$ cat src/rtl/fifo_wr_arb.sv
// Round-robin write-port arbiter and burst sequencer for the async FIFO write domain.
// Optional stall counter output enabled by defining FIFO_WARB_STALL_CNT_EN.
module fifo_wr_arb #(
  parameter int NUM_REQ    = 4,
  parameter int data_width = 8,
  parameter int MAX_BURST  = 4
) (
  input  logic                          wclk,
  input  logic                          w_rst,
  input  logic [NUM_REQ-1:0]            req,
  input  logic [NUM_REQ*data_width-1:0] req_data,
  input  logic                          full,
  input  logic                          half_full,
  output logic [NUM_REQ-1:0]            ack,
  output logic                          w_en,
  output logic [data_width-1:0]         data_in,
  output logic                          busy
`ifdef FIFO_WARB_STALL_CNT_EN
  ,
  output logic [15:0]                   stall_cnt
`endif
);

  localparam int OW = $clog2(NUM_REQ);

  typedef enum logic {IDLE, BURST} state_t;

  state_t          state_reg, state_next;
  logic [OW-1:0]   owner_reg, owner_next;
  logic [OW-1:0]   last_grant_reg, last_grant_next;
  logic [4:0]      beat_cnt_reg, beat_cnt_next;
  logic [4:0]      burst_cap_reg, burst_cap_next;

  logic [data_width-1:0] words [NUM_REQ];
  logic [NUM_REQ-1:0]    others;
  logic [OW-1:0]         arb_idx;
  logic [OW-1:0]         cand;
  logic                  grant;
  logic                  release_now;

  genvar gi;
  generate
    for (gi = 0; gi < NUM_REQ; gi++) begin : g_req
      assign words[gi]  = req_data[gi*data_width +: data_width];
      assign ack[gi]    = w_en & (owner_reg == OW'(gi));
      assign others[gi] = req[gi] & (owner_reg != OW'(gi));
    end
  endgenerate

  assign busy    = (state_reg == BURST);
  assign w_en    = busy & req[owner_reg] & ~full;
  assign data_in = w_en ? words[owner_reg] : '0;

  // Descending scan so the nearest requester after last_grant is assigned last and wins.
  always_comb begin
    arb_idx = last_grant_reg;
    cand    = '0;
    for (int k = NUM_REQ; k >= 1; k--) begin
      cand = OW'((int'(last_grant_reg) + k) % NUM_REQ);
      if (req[cand]) arb_idx = cand;
    end
  end

  always_comb begin
    state_next      = state_reg;
    owner_next      = owner_reg;
    last_grant_next = last_grant_reg;
    beat_cnt_next   = beat_cnt_reg;
    burst_cap_next  = burst_cap_reg;
    grant           = 1'b0;
    release_now     = 1'b0;
    case (state_reg)
      IDLE: begin
        if (|req) grant = 1'b1;
      end
      BURST: begin
        if (w_en) beat_cnt_next = beat_cnt_reg + 5'd1;
        // A full stall keeps req[owner] high with w_en low, so it never releases.
        release_now = (w_en && (beat_cnt_reg + 5'd1 == burst_cap_reg)) || !req[owner_reg];
        if (release_now) begin
          if (|others) grant = 1'b1;
          else         state_next = IDLE;
        end
      end
      default: state_next = IDLE;
    endcase
    if (grant) begin
      state_next      = BURST;
      owner_next      = arb_idx;
      last_grant_next = arb_idx;
      beat_cnt_next   = 5'd0;
      burst_cap_next  = half_full ? 5'd1 : 5'(MAX_BURST);
    end
  end

  always_ff @(posedge wclk or posedge w_rst) begin
    if (w_rst) begin
      state_reg      <= IDLE;
      owner_reg      <= '0;
      last_grant_reg <= OW'(NUM_REQ - 1);
      beat_cnt_reg   <= 5'd0;
      burst_cap_reg  <= 5'(MAX_BURST);
    end else begin
      state_reg      <= state_next;
      owner_reg      <= owner_next;
      last_grant_reg <= last_grant_next;
      beat_cnt_reg   <= beat_cnt_next;
      burst_cap_reg  <= burst_cap_next;
    end
  end

`ifdef FIFO_WARB_STALL_CNT_EN
  logic [15:0] stall_cnt_reg;

  always_ff @(posedge wclk or posedge w_rst) begin
    if (w_rst) begin
      stall_cnt_reg <= 16'd0;
    end else if (busy && req[owner_reg] && full && (stall_cnt_reg != 16'hFFFF)) begin
      stall_cnt_reg <= stall_cnt_reg + 16'd1;
    end
  end

  assign stall_cnt = stall_cnt_reg;
`endif

endmodule
$ cat config.mk
export PLATFORM = sky130hd
export DESIGN_NAME = fifo_wr_arb
export DESIGN_NICKNAME = d
export VERILOG_FILES = /design/src/rtl/fifo_wr_arb.sv
export SDC_FILE = /design/constraint.sdc
export NUM_CORES = 1
export LEC_CHECK = 0
export BUFFER_PORTS_ARGS = -buffer_cell sky130_fd_sc_hd__buf_2
export CORE_MARGIN = 3
export CORE_UTILIZATION = 47
export CTS_BUF_LIST = sky130_fd_sc_hd__clkbuf_4 sky130_fd_sc_hd__clkbuf_8
export CTS_CLUSTER_SIZE = 30
export DETAILED_ROUTE_END_ITERATION = 10
export GPL_ROUTABILITY_DRIVEN = 0
export GPL_TIMING_DRIVEN = 0
export PLACE_DENSITY = 0.82
export SETUP_SLACK_MARGIN = 0.02
export SYNTH_ARGS = -nofsm -noshare
export SYNTH_HDL_FRONTEND = slang
export SYNTH_SLANG_ARGS = --single-unit
$ cat constraint.sdc
create_clock -name wclk -period 3.5 [get_ports wclk]
set_input_delay 1.05 -clock wclk [delete_from_list [all_inputs] [get_ports wclk]]
set_output_delay 1.05 -clock wclk [all_outputs]
set_load 0.01 [all_outputs]
* Yosys cells after proc, flatten, opt, wreduce, memory -nomap -nowiden
Cells that the tools add are included.
** Word-level totals
- Bits of input ports :: 40
- Register bits after elaboration :: 15
- Logic and storage cells :: 75
- Output and inout port bits :: 14
** Operators by class
- Mux-type cells :: 29
- Bitwise gates (word level) :: 13
- Reductions and logical operators :: 10
- Order comparisons :: 6
- Add/sub/neg operators :: 5
- Equality and inequality tests :: 7
** Operator list (number)
- 8-bit 2-to-1 mux :: 3
- 8-bit binary-select mux with 2-bit select :: 1
- 2-bit by 3-bit less-than comparator with 1-bit output (second input constant) :: 5
- 5-bit 2-to-1 mux :: 3
- 1-bit 2-to-1 mux :: 11
- 1-bit AND :: 10
- 1-bit binary-select mux with 2-bit select :: 5
- 2-bit 2-to-1 mux :: 4
- 4-bit OR reduction :: 2
- 2-bit nonzero test :: 3
- 5-bit by 1-bit adder with 5-bit output (second input constant) :: 1
- 5-bit equality test :: 1
- 2-bit by 1-bit adder with 2-bit output (second input constant) :: 2
- 2-bit adder (second input constant) :: 2
- 2-bit equality test (second input constant) :: 2
- 2-bit inequality test (second input constant) :: 2
- 3-bit >= comparator (second input constant) :: 1
- 3-bit 2-to-1 mux :: 1
- 2-bit NOT with 3-bit output :: 1
- 2-bit by 1-bit equality test with 1-bit output (second input constant) :: 1
- 2-bit logical NOT :: 1
- 2-bit by 1-bit inequality test with 1-bit output (second input constant) :: 1
- 1-bit NOT :: 2
- 1-bit one-hot mux with 2 select lines :: 1
- other kinds (4) :: 4

* Depth between registers and ports, before layout
- Word-level depth :: 10
- Depth in mapped cells :: 7
- Gate-level depth less buffers :: 6

* Worst setup path before layout
No wires, ideal clock.
- Path type :: input to output
- Start point :: input req[3]
- End point :: output data_in[0]
- Required time :: 2.450 ns
- Arrival :: 2.134 ns
- Path slack :: 0.316 ns
- Stages on the path :: 5
- Path buffers :: 1
- Path through :: mux4_2 > nand3b_1 > inv_2 > buf_2 > and2_1
** On the way
- Cells in the longest elaborated chain, start to end :: 5
** Ends and longest elaborated chain
- start, declared :: line 10 : input logic [NUM_REQ-1:0] req,
- 1-bit binary-select mux with 2-bit select :: line 51 : assign w_en = busy & req[owner_reg] & ~full;
- 1-bit 2-to-1 mux (implied by the code) :: line 51
- 1-bit AND (2 in series) :: line 51
- named net w_en :: line 15 : output logic w_en,
- 8-bit 2-to-1 mux :: line 52 : assign data_in = w_en ? words[owner_reg] : '0;
- end, declared :: line 16 : output logic [data_width-1:0] data_in,
The timed path passes the listed nets, and every way through them passes these cells. The select of a mux whose other input is x is not followed.

* Final worst setup path
- Start point :: input req[3]
- End point :: output ack[3]
** On the way
- Cells in the longest elaborated chain, start to end :: 5
** Ends and longest elaborated chain
- 1-bit binary-select mux with 2-bit select :: line 51
- 1-bit 2-to-1 mux (implied by the code) :: line 51
- 1-bit AND (2 in series) :: line 51
- 1-bit AND :: line 45 : assign ack[gi] = w_en & (owner_reg == OW'(gi));
- end, declared :: line 14 : output logic [NUM_REQ-1:0] ack,
Every way passes these cells. The select of a mux whose other input is x is not followed.

==> impl_metrics.py <==
metrics = {
    "floorplan": {
        "rows": 16,
        "core-area_um2": 2060,
        "dieArea_um2": 2900,
        "die_x_um": 53.9,
        "ios": 54,
        "start_util_pct": 52.2,
        "die_height_um": 53.9,
    },
    "timing": {
        "tightest_slew_ns": 0.582,
        "fin_ws_ns": 0.0860,
        "min_period_ns": 3.41,
        "slew_headroom_pct": 61.2,
        "rsz0062_at_grt": "false",
        "setup_viol_count_final": 0,
        "hold_violations": 0,
        "fin_crit_sh_pct": 97.5,
        "skew_ns": 0.00322,
        "maxSlewViolCount": 0,
        "fmax_mhz": 293,
    },
    "clock_network": {
        "cts_buffers": 3,
        "tritoncts": "done",
        "cts.sinks": 12,
        "worstSkewPairLatency_ns": 0.28,
        "clockBufferDepth": 2,
        "cts_hold_buf": 0,
        "root_buffer": "clkbuf_4",
        "htreeDepth": 1,
        "clkTransAtPathRegs_ns": 0.08,
    },
    "synth": {
        "synth_most_common_cell": "nor2_1",
        "synth_fa_ha_area_share_pct": 1.16,
        "synth_commonest_cells": "nor2_1, dfrtp_1, mux4_2",
        "synth_cell_types": 34,
        "synth_xor_area_share_pct": 5.69,
        "synth_area_leader_cell": "dfrtp_1",
        "yosys_warnings": 0,
        "synthTopCellsByArea": "dfrtp_1, mux4_2, dfstp_2",
        "synth_top_family_by_area": "multiplexers",
        "synthMuxAreaShare_pct": 27.3,
        "async_flop_share_pct": 100,
        "synthCells": 101,
        "avgSynthCellArea_um2": 10.7,
        "synth_top_area_share_pct": 20.9,
        "ys_seq_elements": 12,
        "ys_seq_area_share_pct": 28.2,
        "syn-num-nets": 142,
        "synth-simple-area-share_pct": 20.9,
        "synth-compound-area-share_pct": 10.6,
        "synth-edff-count": 0,
        "syn_area_um2": 1080,
        "ys.flop_type": "dfrtp_1",
    },
    "placed_design": {
        "hpwl_um": 2350,
        "io_buffer_count": 53,
        "pre_cts_ws_ns": -0.0649,
        "dp.cells": 181,
    },
    "worst_setup_path": {
        "worst_setup_path_end_kind": "output pin",
        "required_ns": 2.45,
        "cp_common_cell": "buf_2",
        "timing.critical_path.fanout_max": 15,
        "r2r_slack_ns": 1.25,
        "path_delay_family": "multiplexers",
        "worst-path-buf-inv": 3,
        "crit_chain": "buf_2, mux4_2, nand3b_1, inv_2, and3_1, buf_2",
        "startpoint_type": "primary input",
        "path_class": "in2out",
        "cp_slowest_cell": "mux4_2",
        "arrival_ns": 2.36,
        "max_stage_delay_ns": 0.52,
    },
    "drt": {
        "avgViaCountPerCell": 5.57,
        "post_drt_wl_per_cell_um": 16.1,
        "drtIter0Drc": 25,
        "num_vias": 1036,
        "dr.pass1.iters": 4,
        "route.detailed.drc": 0,
        "routed_wl_um": 2990,
        "final_antenna_net_count": 0,
    },
    "pwr": {
        "p_sw_share_pct": 38.8,
        "powerDensity_nw_per_um2": 720,
        "cellLeakagePower_nw": 0.693,
        "pwr-share-comb_pct": 65.2,
        "p_switching_w": 0.000397,
        "power_frac_clock_pct": 11.2,
        "ir_worst_vdd_mv": 0.463,
        "pwr-share-seq_pct": 23.6,
        "p_int_w": 0.000627,
    },
    "grt": {
        "grt_pass1_wl_um": 4380,
        "antenna_found_initial": 0,
        "grt_overflow": 0,
        "track_usage_pct": 21.5,
        "grt_max_degree": 13,
        "grt_pass1_vias": 988,
    },
    "cells_and_area": {
        "antenna_cells": 0,
        "nFillCells": 167,
        "fin_nets": 201,
        "finalNonFillerCells": 186,
        "largest_reg_flops": 5,
        "regArea_um2": 304,
        "drive_gt1_share_pct": 53.5,
        "area_growth_pct": 32.1,
        "multi_input_area_um2": 707,
    },
    "hold_path": {
        "min_path_type": "reg2reg",
    },
    "job": {
        "drv_cap": 0,
    },
    "status": {
        "outcome": "finished clean",
    },
}
timing repair:
item / 4_1_cts / 5_1_grt
pin swaps: 1 / 0
resized for setup: 0 / 0
setup endpoints to repair: 9 / 9
cloned: 0 / 0
endpoints found under the hold margin: 0 / 0
setup buffers: 1 / 1
worst reg2reg max path: stages (launching register included):
cell and delay [ns]:
dfrtp_1 0.46, ha_1 0.32, o21ba_1 0.22, a221oi_2 0.28, o211ai_2 0.12, a31oi_2 0.23
buf_6 0.19, mux2_4 0.31
logic make-up after synthesis:
kind of cell	count (synthesis)
multiplexers	16
flip-flops	12
AO/OA/AOI/OAI	14
buffers and inverters	11
AND/OR/NAND/NOR	40
XOR/XNOR	7
adder cells (fa/ha/maj)	1
cells in the final DEF, fill, tap and decap left out, drive strengths merged, types with 3 or more instances in the layout:
cell / synthesis / final
mux2: 5 / 5
a21oi: 3 / 3
clkbuf: 2 / 6
dfstp: 3 / 3
xnor2: 4 / 4
nor2: 11 / 11
buf: 5 / 59
xor2: 3 / 3
and2: 8 / 8
nand2: 6 / 6
nand3b: 3 / 3
inv: 4 / 4
nand2b: 3 / 3
o21ai: 4 / 4
mux4: 9 / 9
dfrtp: 9 / 9
power groups by stage:
stage | logic, W | registers, W | clock network (W)
detailed placement | 0.000658 | 0.000244 | 0
global placement | 0.000633 | 0.000239 | 0
global route | 0.000727 | 0.000248 | 0.000120
finish | 0.000669 | 0.000242 | 0.000114
CTS | 0.000669 | 0.000242 | 0.000116
floorplan | 0.000516 | 0.000233 | 0
worst paths after layout:
kind                             startpoint                 to  depth (start not counted)
setup / recovery                     req[3]             ack[3]                          6
hold / removal             burst_cap_reg[2]   burst_cap_reg[2]                          2
setup reg to reg            beat_cnt_reg[0]       owner_reg[1]                          7
hold reg to reg            burst_cap_reg[2]   burst_cap_reg[2]                          2
max in group asynchronous             w_rst  last_grant_reg[0]                          2
min in group asynchronous             w_rst    beat_cnt_reg[0]                          2
stage by stage:
step           utilization [%]  hold WS [ns]  setup TNS [ns]  cell area (um^2)  power [W]
6_report                  69.0         0.504               0              1420    0.00102
5_1_grt                   69.0         0.531               0              1420    0.00110
4_1_cts                   68.9         0.508               0              1420    0.00103
3_5_place_dp              66.7         0.496          -0.553              1380   0.000902
3_3_place_gp              66.7         0.479          -0.646              1380   0.000872
2_1_floorplan                -         0.464               0              1080   0.000749
cell type report:
type	count	share of cell area [%]
buffer	6	3.25
clock buffer	4	2.55
inverter	4	1.06
multi-input combinational	78	49.7
sequential	12	21.4
tap	27	2.37
timing repair buffer	55	19.7
routing by layer:
metal  routed length, um  global-route usage [%]
met1                1060                    23.4
met3                 208                    2.77
met2                1690                    39.7
met5                   0                       0
met4                  33                    11.5
Power figures use the tool's default switching activity.
